$ cat src/rtl/fetch_stage_if.sv
`default_nettype none
// ============================================================================
// fetch_stage_if : instruction-memory request/response bus (one outstanding)
// Rev 1.0
// ============================================================================
interface fetch_stage_if;
    logic        imem_req_valid;
    logic        imem_req_ready;
    logic [31:0] imem_addr;
    logic        imem_rsp_valid;
    logic [31:0] imem_rsp_data;

    modport master (
        output imem_req_valid,
        output imem_addr,
        input  imem_req_ready,
        input  imem_rsp_valid,
        input  imem_rsp_data
    );

    modport slave (
        input  imem_req_valid,
        input  imem_addr,
        output imem_req_ready,
        output imem_rsp_valid,
        output imem_rsp_data
    );
endinterface
`default_nettype wire

$ cat src/rtl/fetch_stage.sv
`default_nettype none
// ============================================================================
// fetch_stage : RV32 fetch front end - PC, imem request FSM, skid, ID registers
// Rev 1.0
// ============================================================================
module fetch_stage #(
    parameter logic [31:0] RESET_PC = 32'h0000_0200,
    parameter logic [31:0] NOP_INST = 32'h0000_0013
) (
    input  wire         clk,
    input  wire         reset_n,
    fetch_stage_if.master imem,
    input  wire         redirect_valid,
    input  wire  [31:0] redirect_target,
    input  wire         stall,
    output logic [31:0] inst_ID,
    output logic        inst_valid_ID,
    output logic [31:0] PC_ID,
    output logic [31:0] PCplus4_ID
);

    typedef enum logic [1:0] {
        S_IDLE = 2'd0,
        S_REQ  = 2'd1,
        S_WAIT = 2'd2
    } state_t;

    state_t      state_q, state_d;
    logic [31:0] pc_q, pc_d;
    logic [31:0] req_pc_q, req_pc_d;
    logic        kill_q, kill_d;
    logic        skid_valid_q, skid_valid_d;
    logic [31:0] skid_inst_q, skid_inst_d;
    logic [31:0] skid_pc_q, skid_pc_d;
    logic        valid_q, valid_d;
    logic [31:0] inst_q, inst_d;
    logic [31:0] pc_id_q, pc_id_d;

    logic        req_valid;
    logic        handshake;
    logic        rsp_accept;
    logic        hold_req;

    always_comb begin
        state_d      = state_q;
        pc_d         = pc_q;
        req_pc_d     = req_pc_q;
        kill_d       = kill_q;
        skid_valid_d = skid_valid_q;
        skid_inst_d  = skid_inst_q;
        skid_pc_d    = skid_pc_q;
        valid_d      = valid_q;
        inst_d       = inst_q;
        pc_id_d      = pc_id_q;
        req_valid    = 1'b0;
        handshake    = 1'b0;
        rsp_accept   = 1'b0;
        hold_req     = skid_valid_q || (stall && valid_q);

        case (state_q)
            S_IDLE: state_d = S_REQ;
            S_REQ: begin
                req_valid = !hold_req;
                handshake = req_valid && imem.imem_req_ready;
                if (handshake) begin
                    pc_d     = pc_q + 32'd4;
                    req_pc_d = pc_q;
                    state_d  = S_WAIT;
                end
            end
            S_WAIT: begin
                if (imem.imem_rsp_valid) begin
                    rsp_accept = !kill_q;
                    kill_d     = 1'b0;
                    state_d    = S_REQ;
                end
            end
            default: state_d = S_IDLE;
        endcase

        // ID register update: a stalled valid instruction parks new data in the skid
        if (stall && valid_q) begin
            if (rsp_accept) begin
                skid_valid_d = 1'b1;
                skid_inst_d  = imem.imem_rsp_data;
                skid_pc_d    = req_pc_q;
            end
        end else if (skid_valid_q) begin
            valid_d      = 1'b1;
            inst_d       = skid_inst_q;
            pc_id_d      = skid_pc_q;
            skid_valid_d = 1'b0;
        end else if (rsp_accept) begin
            valid_d = 1'b1;
            inst_d  = imem.imem_rsp_data;
            pc_id_d = req_pc_q;
        end else begin
            valid_d = 1'b0;
            inst_d  = NOP_INST;
        end

        // A response arriving with the redirect is the outstanding one, so no kill
        if (redirect_valid) begin
            pc_d         = {redirect_target[31:2], 2'b00};
            skid_valid_d = 1'b0;
            valid_d      = 1'b0;
            inst_d       = NOP_INST;
            pc_id_d      = pc_id_q;
            kill_d       = handshake || ((state_q == S_WAIT) && !imem.imem_rsp_valid);
        end
    end

    always_ff @(posedge clk or negedge reset_n) begin
        if (!reset_n) begin
            state_q      <= S_IDLE;
            pc_q         <= RESET_PC;
            req_pc_q     <= RESET_PC;
            kill_q       <= 1'b0;
            skid_valid_q <= 1'b0;
            skid_inst_q  <= NOP_INST;
            skid_pc_q    <= RESET_PC;
            valid_q      <= 1'b0;
            inst_q       <= NOP_INST;
            pc_id_q      <= RESET_PC;
        end else begin
            state_q      <= state_d;
            pc_q         <= pc_d;
            req_pc_q     <= req_pc_d;
            kill_q       <= kill_d;
            skid_valid_q <= skid_valid_d;
            skid_inst_q  <= skid_inst_d;
            skid_pc_q    <= skid_pc_d;
            valid_q      <= valid_d;
            inst_q       <= inst_d;
            pc_id_q      <= pc_id_d;
        end
    end

    assign imem.imem_req_valid = req_valid;
    assign imem.imem_addr      = pc_q;
    assign inst_ID             = inst_q;
    assign inst_valid_ID       = valid_q;
    assign PC_ID               = pc_id_q;
    assign PCplus4_ID          = pc_id_q + 32'd4;

endmodule
`default_nettype wire
$ cat src/flat_wrapper.sv
// flat-port wrapper written by rule: the top's interface ports become plain ports
module fetch_stage_flat 
#(
    parameter logic [31:0] RESET_PC = 32'h0000_0200,
    parameter logic [31:0] NOP_INST = 32'h0000_0013
)
  (clk, reset_n, redirect_valid, redirect_target, stall, inst_ID, inst_valid_ID, PC_ID, PCplus4_ID, imem_imem_req_valid, imem_imem_addr, imem_imem_req_ready, imem_imem_rsp_valid, imem_imem_rsp_data);
  fetch_stage_if imem_i ();
  input  wire clk;
  input  wire reset_n;
  input  wire redirect_valid;
  input  wire  [31:0] redirect_target;
  input  wire stall;
  output logic [31:0] inst_ID;
  output logic inst_valid_ID;
  output logic [31:0] PC_ID;
  output logic [31:0] PCplus4_ID;
  output wire logic [$bits(imem_i.imem_req_valid)-1:0] imem_imem_req_valid;
  output wire logic [$bits(imem_i.imem_addr)-1:0] imem_imem_addr;
  input wire logic [$bits(imem_i.imem_req_ready)-1:0] imem_imem_req_ready;
  input wire logic [$bits(imem_i.imem_rsp_valid)-1:0] imem_imem_rsp_valid;
  input wire logic [$bits(imem_i.imem_rsp_data)-1:0] imem_imem_rsp_data;
  assign imem_imem_req_valid = imem_i.imem_req_valid;
  assign imem_imem_addr = imem_i.imem_addr;
  assign imem_i.imem_req_ready = imem_imem_req_ready;
  assign imem_i.imem_rsp_valid = imem_imem_rsp_valid;
  assign imem_i.imem_rsp_data = imem_imem_rsp_data;
  fetch_stage #(.RESET_PC(RESET_PC), .NOP_INST(NOP_INST)) u_core (.clk(clk), .reset_n(reset_n), .imem(imem_i), .redirect_valid(redirect_valid), .redirect_target(redirect_target), .stall(stall), .inst_ID(inst_ID), .inst_valid_ID(inst_valid_ID), .PC_ID(PC_ID), .PCplus4_ID(PCplus4_ID));
endmodule
$ cat config.mk
export PLATFORM = sky130hd
export DESIGN_NAME = fetch_stage_flat
export DESIGN_NICKNAME = d
export VERILOG_FILES = /design/src/rtl/fetch_stage_if.sv /design/src/rtl/fetch_stage.sv /design/src/flat_wrapper.sv
export SDC_FILE = /design/constraint.sdc
export NUM_CORES = 1
export LEC_CHECK = 0
export CAP_MARGIN = 20
export CELL_PAD_IN_SITES_DETAIL_PLACEMENT = 1
export CELL_PAD_IN_SITES_GLOBAL_PLACEMENT = 2
export CORE_MARGIN = 2
export CORE_UTILIZATION = 33
export CTS_BUF_LIST = sky130_fd_sc_hd__clkbuf_4 sky130_fd_sc_hd__clkbuf_8 sky130_fd_sc_hd__clkbuf_16
export DETAILED_ROUTE_END_ITERATION = 7
export GPL_TIMING_DRIVEN = 0
export HOLD_SLACK_MARGIN = 0.06
export PLACE_DENSITY_LB_ADDON = 0.1
export SYNTH_ARGS = -nofsm -noshare
export SYNTH_HDL_FRONTEND = slang
export SYNTH_SLANG_ARGS = --single-unit
$ cat constraint.sdc
create_clock -name clk -period 2.47 [get_ports clk]
set_input_delay 0.3705 -clock clk [delete_from_list [all_inputs] [get_ports clk]]
set_output_delay 0.3705 -clock clk [all_outputs]
set_load 0.005 [all_outputs]
==> results.toml <==
[status]
status = "finished, violations left"
failed_checks = "setup timing"

[sta]
hold_violations = 0
max_freq_ghz = 0.3893
layout_setup_ws_ns = -0.09839
layout_min_cycle_time_ns = 2.568
period_share_pct = 104.0
maxSlewHeadroom_pct = 52.30
rsz0062_at_grt = "true"
setup_viol = 11
skew_ns = 0.01268
slew_viol_final = 0
worst_slew_pin_slew_ns = 0.7155

[drt]
detail_route.first_pass.iterations = 4
drt-vias-per-instance = 5.146
drtIter0Drc = 239
wl_per_cell_um = 19.23
top_layer = "met4"
m1WireLength_mm = 11.65
wl_met2_mm = 13.62
routed_wl_mm = 27.21
drc = 0
met3_length_mm = 1.411
vias = 7281
ant_nets = 0

[floorplan]
core-area_um2 = 26800
fp.dieH_um = 168.9
start_util_pct = 33.47
pin_count = 200
rows = 60
die_area_um2 = 28520
chipWidth_um = 168.9

[critical_path]
critPathCaptureType = "output pin"
arrival_ns = 2.20
cp_cell_sequence = "nand4_4 -> or4_4 -> buf_12 -> nor4_4 -> xor2_1 -> buf_2"
cp-start-kind = "register"
max_stage_delay_ns = 0.54
crit_fanout = 7
critPathRequiredTime_ns = 2.10
path_class = "reg -> out"
critPathSlowestCell = "or4_4"

[clock_network]
cts_tree = "built"
path_clk_slew_ns = 0.07
cts_sinks = 189
clk-insertion-delay-late_ns = 0.44
clockBufferDepth = 2
root_buffer = "clkbuf_16"
cts_buffers = 17
h-tree-depth = 4

[logic_synthesis]
synth-async-reset-ratio_pct = 100.0
yosys_warnings = 0
yosysMostFrequentCell = "dfrtp_1"
netlist.area_leader.share_pct = 49.94
yosys.area.top_type = "dfrtp_1"
ys_seq_area_share_pct = 52.87
synth_edf_count = 0
synth_top_family_by_area = "multiplexers"
synth-xor-area-share_pct = 3.417
ys_types = 54
synthSimpleGateAreaFrac_pct = 14.86
synthMuxAreaShare_pct = 15.36
synth_cells = 800
postSynthAreaPerCell_um2 = 11.21
synthAdderAreaFrac_pct = 0.2790
synth_common_cells = "dfrtp_1 (179), mux2_2 (93), nand2_1 (61)"
synth-compound-area-share_pct = 9.318
synthFlopType = "dfrtp_1"
syn-cell-area_um2 = 8970
synth_seq_cells = 189
ys_top_cells_by_area = "dfrtp_1 (50%), mux2_2 (12%), mux2i_1 (3.7%)"

[placement]
dpl.hpwl_mm = 19.16
postPlaceCellArea_um2 = 11350
gp_congestion = 0.7939
io_buffer_count = 190

[final_layout]
finalNetCount = 1131
fin_area_um2 = 12540
syn_to_final_growth_pct = 39.82
drive_above_1_share_pct = 25.75

[global_route]
grt_pass1_wl_mm = 42.75
antenna_found_initial = 2
overflow = 0
grt_pass1_vias = 7617
grt_max_degree = 110
grt_usage_pct = 19.29

[worst_hold_path]
hp-class = "in -> reg"

[job]
max_cap_violations = 0

[power]
pwr_density_cell_nw_per_um2 = 852.6
p_leak_uw = 0.005510
power_uw = 10690
ir_worst_vdd_uv = 485.0
-- where the power goes --
group	switching, uW	internal [uW]
clock	1320	1480
combinational	1380	2000
sequential	741	3770
total	3440	7250
-- worst paths after layout --
path	slack (ns)	from	depth (start not counted)	end
hold reg to reg	0.51	u_core.skid_inst_q[19]	1	u_core.skid_inst_q[19]
setup reg to reg	0.23	u_core.imem.imem_addr[2]	6	u_core.imem.imem_addr[28]
min in group asynchronous	0.51	reset_n	2	u_core.skid_inst_q[25]
setup / recovery	-0.1	u_core.PC_ID[17]	6	PCplus4_ID[31]
hold / removal	0.49	redirect_target[9]	3	u_core.imem.imem_addr[9]
max in group asynchronous	0.94	reset_n	3	u_core.PC_ID[23]
-- flip-flops by register name (all words and copies together), names as in the netlist --
register and cells:
u_core.PC_ID 30, u_core.imem.imem_addr 30, u_core.inst_ID 32, u_core.inst_valid_ID 1, u_core.kill_q 1, u_core.req_pc_q 30
u_core.skid_inst_q 32, u_core.skid_pc_q 30, u_core.skid_valid_q 1, u_core.state_q 2
-- through the flow --
step	util (%)	instances	hold slack (ns)	setup WS (ns)	TNS, ns
6_report	46.80	1415	0.4922	-0.09839	-0.3898
3_5_place_dp	42.35	1337	0.4135	-0.2655	-14.20
3_3_place_gp	42.23	1336	0.4866	-7.383	-1377.48
4_1_cts	46.06	1399	0.4795	-0.2099	-1.259
5_1_grt	46.78	1413	0.4983	-0.1859	-1.689
2_1_floorplan	-	805	0.07491	0.4619	0
-- repair_timing --
item                       CTS  global route
hold buffers                 1             0
gates resized for setup    117            46
hold endpoints to repair    74             0
setup buffers               30            17
pin swaps                   15            22
setup endpoints to repair   24            22
gates cloned                 1             0
-- worst max-delay path: cells and delay by family (launching register included) --
family	cells	cell delay [ns]
buf+inv	2	0.29
flops	1	0.42
xor+xnor	1	0.18
simple gates	3	0.87
-- cell usage in the layout (no fill, tap or decap), types with 5 or more instances in the layout --
cell type,count
a221oi_1,30
a31oi_1,17
and3_1,5
and4_1,9
buf_2,30
buf_4,33
buf_6,20
clkbuf_1,31
clkbuf_16,17
clkdlybuf4s50_1,165
conb_1,6
dfrtp_1,166
dfrtp_2,13
dfstp_2,10
inv_1,13
mux2_2,93
mux2i_1,33
nand2_1,61
nand3_1,15
nand4_1,19
nor2_1,49
nor2_4,5
nor3_1,31
nor3_4,7
o21ai_0,45
o31ai_1,14
or4_1,15
xnor2_1,10
xor2_1,23
-- area by class of cell --
class,count,area [um^2]
inverter,13,48.80
clock inverter,13,147.6
antenna,2,5.005
sequential,189,4758
buffer,59,296.5
fill,2876,14260
multi-input combinational,542,4143
tap,341,426.7
clock buffer,19,446.7
timing repair buffer,237,2270
-- layer usage --
metal / track usage (%) / vias to the layer above
li1: - / 3443
met1: 23.98 / 3656
met2: 33.14 / 154
met3: 4.629 / 28
met4: 6.109 / 0
met5: 0 / -
-- cells by family after synthesis --
logic type | after synthesis
XOR/XNOR | 35
adder cells (fa/ha/maj) | 2
AO/OA/AOI/OAI | 122
flip-flops | 189
multiplexers | 126
buffers and inverters | 75
AND/OR/NAND/NOR | 250
other | 1
(Power assumes the default switching activity.)
